`src/rtl/mul_share_arb_pkg.sv`:
```
// Shared types and widths for the multiplier-sharing arbiter.
// FSM state encoding plus operand/result widths.
package mul_share_pkg;

  localparam int ST_W  = 3;
  localparam int OP_W  = 8;
  localparam int RES_W = 16;

  typedef enum logic [ST_W-1:0] {
    IDLE  = 3'd0,
    CLR   = 3'd1,
    START = 3'd2,
    WAIT  = 3'd3,
    DONE  = 3'd4
  } state_t;

endpackage

```
`src/rtl/mul_share_arb_rr_pick.sv`:
```
// Round-robin winner search starting at a rotating pointer.
// Purely combinational; o_valid is low when no request is set.
module rr_pick #(
  parameter int N_REQ = 2,
  parameter int IDX_W = 3
) (
  input  logic [N_REQ-1:0] i_req,
  input  logic [IDX_W-1:0] i_ptr,
  output logic [IDX_W-1:0] o_idx,
  output logic             o_valid
);

  logic [N_REQ-1:0] w_rot;
  logic [IDX_W:0]   w_off;
  logic [IDX_W:0]   w_sum;

  // Rotate so bit 0 is the pointer position, then take the lowest set bit.
  always_comb begin
    w_rot   = N_REQ'({i_req, i_req} >> i_ptr);
    w_off   = '0;
    o_valid = 1'b0;
    for (int i = N_REQ - 1; i >= 0; i--) begin
      if (w_rot[i]) begin
        w_off   = (IDX_W+1)'(i);
        o_valid = 1'b1;
      end
    end
    w_sum = {1'b0, i_ptr} + w_off;
    if (w_sum >= (IDX_W+1)'(N_REQ))
      w_sum = w_sum - (IDX_W+1)'(N_REQ);
    o_idx = w_sum[IDX_W-1:0];
  end

endmodule

```
`src/rtl/mul_share_arb.sv`:
```
// Shares one sequential 8x8 mul unit between N_REQ requesters.
// Round-robin grant, operand capture, clear/start pulses, result return.
module mul_share_arb
  import mul_share_pkg::*;
#(
  parameter int N_REQ = 2,
  parameter int IDX_W = 3
) (
  input  logic                  clk,
  input  logic                  rst,
  input  logic [N_REQ-1:0]      req_i,
  input  logic [OP_W*N_REQ-1:0] a_i,
  input  logic [OP_W*N_REQ-1:0] b_i,
  output logic [N_REQ-1:0]      grant_o,
  output logic [N_REQ-1:0]      done_o,
  output logic [RES_W-1:0]      result_o,
  output logic                  busy_o,
  output logic [OP_W-1:0]       mul_a_o,
  output logic [OP_W-1:0]       mul_b_o,
  output logic                  mul_rst_o,
  output logic                  mul_start_o,
  input  logic                  mul_busy_i,
  input  logic [RES_W-1:0]      mul_result_i
);

  state_t             r_state;
  logic [IDX_W-1:0]   r_ptr;
  logic [IDX_W-1:0]   r_idx;
  logic [N_REQ-1:0]   r_grant;
  logic [N_REQ-1:0]   r_done;
  logic [RES_W-1:0]   r_result;
  logic [OP_W-1:0]    r_a;
  logic [OP_W-1:0]    r_b;

  logic [IDX_W-1:0]   w_win;
  logic               w_valid;
  logic [OP_W-1:0]    w_a;
  logic [OP_W-1:0]    w_b;
  logic [N_REQ-1:0]   w_win_oh;
  logic [N_REQ-1:0]   w_idx_oh;

  rr_pick #(
    .N_REQ (N_REQ),
    .IDX_W (IDX_W)
  ) u_pick (
    .i_req   (req_i),
    .i_ptr   (r_ptr),
    .o_idx   (w_win),
    .o_valid (w_valid)
  );

  always_comb begin
    w_a = '0;
    w_b = '0;
    for (int k = 0; k < N_REQ; k++) begin
      if (w_win == IDX_W'(k)) begin
        w_a = a_i[OP_W*k +: OP_W];
        w_b = b_i[OP_W*k +: OP_W];
      end
    end
  end

  assign w_win_oh = N_REQ'(1) << w_win;
  assign w_idx_oh = N_REQ'(1) << r_idx;

  always_ff @(posedge clk or posedge rst) begin
    if (rst) begin
      r_state  <= IDLE;
      r_ptr    <= '0;
      r_idx    <= '0;
      r_grant  <= '0;
      r_done   <= '0;
      r_result <= '0;
      r_a      <= '0;
      r_b      <= '0;
    end else begin
      r_done <= '0;
      unique case (r_state)
        IDLE: begin
          if (w_valid) begin
            r_idx   <= w_win;
            r_grant <= w_win_oh;
            r_a     <= w_a;
            r_b     <= w_b;
            r_state <= CLR;
          end
        end
        CLR:   r_state <= START;
        START: r_state <= WAIT;
        WAIT: begin
          if (!mul_busy_i) begin
            r_result <= mul_result_i;
            // A withdrawn requester still gets its result but no pulse.
            r_done   <= w_idx_oh & req_i;
            r_grant  <= '0;
            r_state  <= DONE;
          end
        end
        DONE: begin
          r_ptr   <= (r_idx == IDX_W'(N_REQ - 1)) ? '0 : r_idx + 1'b1;
          r_state <= IDLE;
        end
        default: r_state <= IDLE;
      endcase
    end
  end

  assign grant_o     = r_grant;
  assign done_o      = r_done;
  assign result_o    = r_result;
  assign busy_o      = (r_state != IDLE);
  assign mul_a_o     = r_a;
  assign mul_b_o     = r_b;
  assign mul_rst_o   = (r_state == CLR);
  assign mul_start_o = (r_state == START);

endmodule

```
`config.mk`:
```
export PLATFORM = sky130hd
export DESIGN_NAME = mul_share_arb
export DESIGN_NICKNAME = d
export VERILOG_FILES = /design/src/rtl/mul_share_arb_pkg.sv /design/src/rtl/mul_share_arb_rr_pick.sv /design/src/rtl/mul_share_arb.sv
export SDC_FILE = /design/constraint.sdc
export NUM_CORES = 1
export LEC_CHECK = 0
export ABC_AREA = 1
export CAP_MARGIN = 20
export CELL_PAD_IN_SITES_DETAIL_PLACEMENT = 0
export CELL_PAD_IN_SITES_GLOBAL_PLACEMENT = 1
export CORE_MARGIN = 2
export CORE_UTILIZATION = 25
export DETAILED_ROUTE_END_ITERATION = 10
export GPL_TIMING_DRIVEN = 0
export PLACE_DENSITY_LB_ADDON = 0.1
export SYNTH_ARGS = -nofsm -noshare
export SYNTH_HDL_FRONTEND = slang
export SYNTH_HIERARCHICAL = 1
export SYNTH_SLANG_ARGS = --single-unit
```
`constraint.sdc`:
```
create_clock -name clk -period 5.21 [get_ports clk]
set_clock_uncertainty 0.15 [all_clocks]
set_input_delay 1.042 -clock clk [delete_from_list [all_inputs] [get_ports clk]]
set_output_delay 1.042 -clock clk [all_outputs]
set_load 0.1 [all_outputs]
```
==> qor.yml <==
outcome:
  outcome: "finished clean"
final_layout:
  antenna_cells: 0
  fin_util_pct: 40.0
  stdcell_area_mm2: 0.00330
  nets: 443
  fillers: 889
  drive_gt1_share_pct: 6.96
  area_delta_synth_final_pct: 53.6
clock_tree:
  numCtsBuffers: 5
  cts.sinks: 45
  cts.hold.buffers_added: 0
  cts_max_level: 2
  clk_latency_ns: 0.30
  cts_max_path_buffers: 2
  cts_root_buffer: "clkbuf_8"
  clkTransAtPathRegs_ns: 0.09
  cts_setup_buffers: 0
  cts_tree: "yes"
  cts-resized-gates: 0
logic_synthesis:
  yosysSeqAreaShare_pct: 52.4
  synth-edff-count: 0
  synth-seq-cells: 45
  netlist.area_leader.share_pct: 52.4
  synthTopCellsByCount: "nand2_1, dfrtp_1, inv_1"
  yosys_warnings: 6
  synth.most_common_cell: "nand2_1"
  synth_cell_types: 21
  synthArstFlopShare_pct: 100
  synth.largest_area_cell: "dfrtp_1"
  yosys-top-cells-area: "dfrtp_1, nand2_1, inv_1"
  synth_nets: 344
  synth.avg_cell_area_um2: 7.43
  syn_inst: 289
  ys.flop_type: "dfrtp_1"
  syn_area_mm2: 0.00215
detailed_routing:
  wl_per_cell_um: 11.7
  drcViolationCount: 0
  drtPass1Iterations: 4
  viasPerCell: 4.01
  num_vias: 1976
  drt-initial-drc-count: 86
  wl_um: 5790
  antenna_left: 0
global_route:
  grt_first_pass_wirelength_um: 9530
  met3_usage_pct: 3.90
  antenna_found_initial: 0
  grt.met2_usage_pct: 18.6
  grt-ovfl-total: 0
  top_usage_layer: "met2"
  met1_usage_pct: 17.4
  grt_max_degree: 29
  grt_usage_pct: 12.4
  grt_pass1_vias: 1878
placed_design:
  port_buffers: 91
  post_dp_cell_area_mm2: 0.00321
  place_congestion: 0.732
  dp_hpwl_um: 4270
worst_setup_path:
  crit_type: "flip-flop to output port"
  end_kind: "output port"
  worstPathRequired_ns: 4.02
  crit_buf_inv: 2
  crit_path_cell_trace: "nor2_2 > nand2_1 > inv_1 > clkdlybuf4s50_1"
  worst_r2r_endpoint: "mul_b_o[2]"
  cp-start-kind: "flip-flop"
  worstPathArrival_ns: 2.26
  critPathMaxStageDelay_ns: 1.14
  reg2reg_from: "r_ptr[2]"
  rrSetupSlack_ns: 2.59
  path_max_fanout: 4
  r2r_cells: 16
  cpMaxStageDelayCell: "clkdlybuf4s50_1"
  critPathTopFamily: "buffers and inverters"
sta:
  rsz0062_at_grt: "no"
  relSlewSlack_pct: 33.1
  tightest_slew_ns: 1.00
  hold_violations: 0
  period_share_pct: 66.2
  final.min_clock_period_ns: 3.45
  slew_violations: 0
  holdWs_ns: 0.332
  setup_viol: 0
  fmax_mhz: 290
  tns_ns: 0
worst_hold_path:
  hold_start: "mul_b_o[5]"
  hold_depth: 2
  hold_end: "mul_b_o[5]"
  min_path_type: "flip-flop to flip-flop"
floorplanning:
  fp.dieW_um: 96.7
  ios: 92
  die_area_mm2: 0.00935
  floorplan.initialDensity_pct: 26.0
  die_h_um: 96.7
  rows: 33
  core-area_mm2: 0.00826
run:
  maxCapViolations: 0
==> how the worst max path moves through the flow <==
stage,start,to,slack (ns),depth (start not counted)
after floorplan,req_i[1],mul_a_o[0],2.26,17
after global placement,req_i[1],mul_b_o[2],1.46,18
after detailed placement,req_i[1],mul_b_o[2],1.46,18
after CTS,r_state[2],mul_start_o,1.74,4
after global routing,req_i[1],mul_b_o[0],1.59,17
final,r_state[2],mul_start_o,1.76,4
==> worst min-delay path, cell delays in order, from the launching register on <==
cell	delay, ns
dfrtp_1	0.35
nand2_1	0.05
nand2_1	0.05
==> placed cells by master (no fill, tap or decap), drive strengths merged <==
master         instances
nand2                180
clkdlybuf4s50         91
dfrtp                 45
inv                   18
nor2                  13
nand3                  8
o21ai                  8
buf                    8
clkbuf                 6
nand4                  3
ha                     2
clkinv                 1
nor4                   1
nor3                   1
clkinvlp               1
a21oi                  1
or2                    1
==> cell families (layout without fill, tap and decap cells) <==
group,count (synthesis),in the layout,synth area share (%)
compound gates,9,9,2.27
fa+ha+maj,2,2,1.16
buf+inv,26,125,5.59
flops,45,45,52.4
simple gates,207,207,38.6
==> through the flow <==
| stage | cells | setup slack (ns) |
|---|---|---|
| after floorplan | 289 | 2.26 |
| after global placement | 485 | 1.46 |
| after detailed placement | 486 | 1.46 |
| after CTS | 493 | 1.74 |
| after global routing | 493 | 1.59 |
| final | 493 | 1.76 |
==> per-layer routing <==
metal,part of all wire (%),up-vias
li1,-,1072
met1,50,840
met2,42,60
met3,6.4,4
met4,0.85,0
met5,0,-
==> area by class of cell <==
class,instances,area [um2],area share [%]
Inverter,19,72.6,2.20
Clock buffer,6,82.6,2.50
Multi-Input combinational cell,218,902,27.3
Timing Repair Buffer,92,931,28.2
Clock inverter,1,7.51,0.227
Tap cell,105,131,3.98
Buffer,7,47.5,1.44
Sequential cell,45,1130,34.1
==> registers in the layout, indices dropped and copies added, names as in the netlist <==
| register | count |
|---|---|
| r_idx | 3 |
| mul_a_o | 8 |
| done_o | 2 |
| mul_b_o | 8 |
| result_o | 16 |
| grant_o | 2 |
| r_ptr | 3 |
| r_state | 3 |
Power is left out: the tool's default activity adds up to more than one toggle a clock period on the data nets, which glitch-free logic cannot reach.
